<file path="src/rtl/std_fp_mac_pipe.sv">
// Unsigned fixed-point multiply-accumulate: two-stage product pipeline feeding a
// wide accumulator, emitting one saturated WIDTH-bit result per vector.
module std_fp_mac_pipe #(
  parameter int unsigned WIDTH      = 32,
  parameter int unsigned INT_WIDTH  = 16,
  parameter int unsigned FRAC_WIDTH = 16,
  parameter int unsigned GUARD_BITS = 8,
  parameter int unsigned CNT_WIDTH  = 16
) (
  input  logic                 clk,
  input  logic                 reset,
  input  logic                 in_valid,
  input  logic                 in_last,
  input  logic                 clear,
  input  logic [WIDTH-1:0]     left,
  input  logic [WIDTH-1:0]     right,
  output logic [WIDTH-1:0]     out,
  output logic [CNT_WIDTH-1:0] out_count,
  output logic                 sat,
  output logic                 done
);

  localparam int unsigned PROD_W = 2 * WIDTH;
  localparam int unsigned ACC_W  = PROD_W + GUARD_BITS;
  localparam int unsigned OUT_HI = WIDTH + FRAC_WIDTH;

  if (WIDTH != INT_WIDTH + FRAC_WIDTH) begin : g_bad_format
    $error("std_fp_mac_pipe: WIDTH must equal INT_WIDTH + FRAC_WIDTH");
  end

  logic                 s1_valid_q, s1_last_q;
  logic [WIDTH-1:0]     s1_left_q, s1_right_q;
  logic                 s2_valid_q, s2_last_q;
  logic [PROD_W-1:0]    s2_prod_q;
  logic [ACC_W-1:0]     acc_q, acc_d;
  logic [CNT_WIDTH-1:0] cnt_q, cnt_d;
  logic                 sticky_q, sticky_d;
  logic [ACC_W:0]       acc_sum;
  logic                 close;
  logic                 saturate;
  logic [WIDTH-1:0]     out_q;
  logic [CNT_WIDTH-1:0] out_count_q;
  logic                 sat_q, done_q;

  // Next accumulator/counter/sticky state for the term sitting in S2.
  // A zero counter marks an empty accumulator, since the counter never wraps back to 0.
  always_comb begin
    acc_sum  = {1'b0, acc_q} + {{(GUARD_BITS + 1){1'b0}}, s2_prod_q};
    acc_d    = acc_q;
    cnt_d    = cnt_q;
    sticky_d = sticky_q;
    if (cnt_q == '0) begin
      acc_d    = {{GUARD_BITS{1'b0}}, s2_prod_q};
      cnt_d    = CNT_WIDTH'(1);
      sticky_d = 1'b0;
    end else begin
      acc_d    = acc_sum[ACC_W] ? {ACC_W{1'b1}} : acc_sum[ACC_W-1:0];
      cnt_d    = (&cnt_q) ? cnt_q : cnt_q + CNT_WIDTH'(1);
      sticky_d = sticky_q | acc_sum[ACC_W];
    end
    close    = s2_valid_q & s2_last_q & ~clear;
    saturate = (|acc_d[ACC_W-1:OUT_HI]) | sticky_d;
  end

  // S1: register operands; clear kills any pair accepted on the same edge.
  always_ff @(posedge clk or negedge reset) begin
    if (!reset) begin
      s1_valid_q <= 1'b0;
      s1_last_q  <= 1'b0;
      s1_left_q  <= '0;
      s1_right_q <= '0;
    end else begin
      s1_valid_q <= in_valid & ~clear;
      s1_last_q  <= in_valid & in_last;
      if (in_valid) begin
        s1_left_q  <= left;
        s1_right_q <= right;
      end
    end
  end

  // S2: register the full-width product.
  always_ff @(posedge clk or negedge reset) begin
    if (!reset) begin
      s2_valid_q <= 1'b0;
      s2_last_q  <= 1'b0;
      s2_prod_q  <= '0;
    end else begin
      s2_valid_q <= s1_valid_q & ~clear;
      s2_last_q  <= s1_last_q;
      if (s1_valid_q) begin
        s2_prod_q <= PROD_W'(s1_left_q) * PROD_W'(s1_right_q);
      end
    end
  end

  // Accumulator: empties on clear or on close, otherwise folds in each S2 term.
  always_ff @(posedge clk or negedge reset) begin
    if (!reset) begin
      acc_q    <= '0;
      cnt_q    <= '0;
      sticky_q <= 1'b0;
    end else if (clear || close) begin
      acc_q    <= '0;
      cnt_q    <= '0;
      sticky_q <= 1'b0;
    end else if (s2_valid_q) begin
      acc_q    <= acc_d;
      cnt_q    <= cnt_d;
      sticky_q <= sticky_d;
    end
  end

  // Result registers: truncate to the input format or clamp, pulse done.
  always_ff @(posedge clk or negedge reset) begin
    if (!reset) begin
      out_q       <= '0;
      out_count_q <= '0;
      sat_q       <= 1'b0;
      done_q      <= 1'b0;
    end else begin
      done_q <= close;
      if (close) begin
        out_q       <= saturate ? {WIDTH{1'b1}} : acc_d[OUT_HI-1:FRAC_WIDTH];
        out_count_q <= cnt_d;
        sat_q       <= saturate;
      end
    end
  end

  assign out       = out_q;
  assign out_count = out_count_q;
  assign sat       = sat_q;
  assign done      = done_q;

endmodule
</file>
<file path="config.mk">
export PLATFORM = sky130hd
export DESIGN_NAME = std_fp_mac_pipe
export DESIGN_NICKNAME = d
export VERILOG_FILES = /design/src/rtl/std_fp_mac_pipe.sv
export SDC_FILE = /design/constraint.sdc
export NUM_CORES = 2
export LEC_CHECK = 0
export BUFFER_PORTS_ARGS = -buffer_cell sky130_fd_sc_hd__buf_2
export CAP_MARGIN = 20
export CORE_MARGIN = 2
export CORE_UTILIZATION = 45
export CTS_CLUSTER_SIZE = 20
export DETAILED_ROUTE_END_ITERATION = 16
export PLACE_DENSITY = 0.61
export REMOVE_ABC_BUFFERS = 1
export SLEW_MARGIN = 10
export SYNTH_ARGS = -nofsm -noshare
export SYNTH_HDL_FRONTEND = slang
export SYNTH_SLANG_ARGS = --single-unit
</file>
<file path="constraint.sdc">
create_clock -name clk -period 8.8 [get_ports clk]
set_clock_uncertainty 0.05 [all_clocks]
set_input_delay 0.88 -clock clk [delete_from_list [all_inputs] [get_ports clk]]
set_output_delay 0.88 -clock clk [all_outputs]
set_load 0.05 [all_outputs]
</file>
==> impl_metrics.ini <==
[run_status]
status = completed

[logic_synthesis]
syn_inst = 5409
netlist_top_cells_area = fa_1 37%, dfrtp_1 14%, ha_1 8.4%, and2_1 7.3%, inv_1 7.0%
synth_warnings = 0
ys.flop_type = dfrtp_1
yosys-top-cells-count = 922 x inv_1, 897 x fa_1, 726 x nand2_1
synth.most_common_cell = inv_1
syn_area_per_cell_um2 = 9.094
synth-seq-cells = 271
yosys.area.top_type = fa_1
async_flop_share = 1.000
ys_types = 90
synth-edff-count = 0
yosys.area.top_type_share = 0.3651
ys_seq_area_frac = 0.1379
syn_area_mm2 = 0.04919

[cts]
cts.sinks = 271
cts.clk_slew.worst_paths_ns = 0.06
cts_tree = built
clk_latency_ns = 0.60
cts_setup_buffers = 0
clockRootBuffer = clkbuf_16
cts.path.max_buffers = 3
numCtsBuffers = 36
htreeDepth = 2

[die]
die_h_um = 334.6
die_width_um = 334.6
core_mm2 = 0.1087
ios = 119
start_util = 0.4525
std_cell_rows = 121
dieArea_mm2 = 0.1120

[worst_setup_path]
cp.arrival_ns = 8.92
ff2ff_path_depth = 24
path_cells = buf_4 -> nand2_1 -> fa_1 -> fa_1 -> fa_1 -> fa_1 -> inv_1 -> fa_1 -> fa_1 -> fa_1 -> inv_1 -> fa_1 -> inv_1 -> ha_1 -> a21o_1 -> a21o_1 -> a21o_1 -> or3_1 -> or4_4 -> a41oi_4 -> o22ai_2 -> a311oi_2 -> xnor2_1 -> mux2_2
slowest_stage = dfrtp_1
crit_type = reg -> reg
cp-start-kind = flop
startpoint = s1_left_q[10]
worstPathMaxFanout = 17
required_ns = 9.23
r2r-start = s1_left_q[10]
cpPeakStageDelay_ns = 0.81
end_kind = flop
crit_top_cell = fa_1

[sta]
setup_violations = 0
max_freq_ghz = 0.1178
period_share = 0.9650
slew_headroom = 0.1981
rsz0062_at_grt = false
tns_ns = 0
finalCriticalPeriod_ns = 8.492
tightestPinTransition_ns = 1.203
slew_viol_final = 0
hold_viol_final = 0

[finish]
fin_cells = 6830
nFillCells = 10440
area_growth_pct = 7.150
layout.nets = 6686
drive_gt1_frac = 0.09422

[drt]
drtPass1Iterations = 7
drc = 0
ant_nets = 0
vias_per_cell = 5.479
num_vias = 37420
wl_um = 140600
wl_per_cell_um = 20.59
drtIter0Drc = 2492

[min_path]
hold_class = in -> async

[global_route]
first_global_vias = 40190
overflow = 0
gr-usage-all-layers = 0.2624
antenna_found_initial = 17
grt_max_degree = 96
grt_pass1_wl_um = 228600

[placed_design]
numPortBuffers = 118
gp_congestion = 0.9143
dp_hpwl_um = 115000
dp_cells = 6764

[flow_run]
cap_violations = 0
[logic make-up after synthesis]
group / count (synthesis) / synth area share
compound gates: 747 / 0.09869
mux: 115 / 0.02625
simple gates: 1696 / 0.1708
fa+ha+maj: 1226 / 0.4487
flops: 271 / 0.1379
buf+inv: 1232 / 0.09589
xor+xnor: 122 / 0.02172
[area by class of cell]
| type | count | area (um2) | share of cell area |
|---|---|---|---|
| Clock buffer | 49 | 1031 | 0.01956 |
| Sequential cell | 271 | 6810 | 0.1292 |
| Timing Repair Buffer | 254 | 1769 | 0.03357 |
| Tap cell | 1414 | 1769 | 0.03357 |
| Multi-Input combinational cell | 3906 | 37700 | 0.7153 |
| Inverter | 922 | 3461 | 0.06566 |
| Antenna cell | 3 | 7.507 | 0.0001424 |
| Clock inverter | 11 | 155.1 | 0.002944 |
[sequential cells by signal, indices dropped and copies added (netlist names), 16 cells and up]
name	flops
s2_prod_q	64
s1_right_q	32
acc_q	72
cnt_q	16
out_count	16
out	32
s1_left_q	32
[timing repair]
| action | CTS | global route |
|---|---|---|
| hold buffers | 0 | 0 |
| gates resized for setup | 0 | 22 |
| setup endpoints to repair | 0 | 11 |
[metrics by stage]
step / util / hold WS [ns] / setup slack, ns / instance area [um2]
2_1_floorplan: - / 0.2812 / 0.9041 / 47930
3_3_place_gp: 0.4734 / 0.2835 / 0.2983 / 51460
3_5_place_dp: 0.4734 / 0.2862 / 0.2449 / 51460
4_1_cts: 0.4843 / 0.2828 / 0.2340 / 52640
5_1_grt: 0.4849 / 0.3157 / 0.005127 / 52700
6_report: 0.4849 / 0.2587 / 0.3080 / 52710
[final timing paths]
kind | slack [ns] | endpoint
min in group clk | 0.30 | s2_last_q
min | 0.26 | s1_left_q[2]
min reg2reg | 0.30 | s2_last_q
max in group asynchronous | 6.46 | s1_right_q[21]
max reg2reg | 0.31 | s2_prod_q[60]
max | 0.31 | s2_prod_q[60]
[metal layers]
layer	track usage	share of wire
met1	0.3503	0.43
met2	0.4302	0.47
met3	0.04482	0.062
met4	0.09532	0.038
met5	0	0.00087
[layout by cell type, fill, tap and decap left out, types with 22 or more instances in the layout]
cell / synthesis / layout
fa_1: 897 / 897
clkbuf_16: 0 / 37
nor2_1: 143 / 142
dfrtp_1: 271 / 248
buf_4: 3 / 123
inv_1: 922 / 922
mux2_2: 112 / 112
buf_2: 21 / 116
nor3_1: 37 / 37
xor2_1: 45 / 45
ha_1: 329 / 329
nand2_1: 726 / 726
o221ai_1: 25 / 25
a21oi_1: 191 / 191
a21oi_2: 33 / 33
o21ai_0: 200 / 200
dfrtp_2: 0 / 23
a21o_1: 61 / 61
o21bai_1: 24 / 24
nand4_1: 42 / 42
a31oi_1: 22 / 22
nand3_1: 63 / 63
and2_1: 572 / 572
xnor2_1: 77 / 77
[worst max-delay path, delay by kind of cell (launching register included)]
family	cells	cell delay (ns)
compound gates	6	1.35
buf+inv	4	0.47
fa+ha+maj	9	4.32
mux	1	0.26
simple gates	3	1.01
flops	1	0.81
xor+xnor	1	0.10
Power is left out: the tool's default activity adds up to more than one toggle a clock period on the data nets, which glitch-free logic cannot reach.
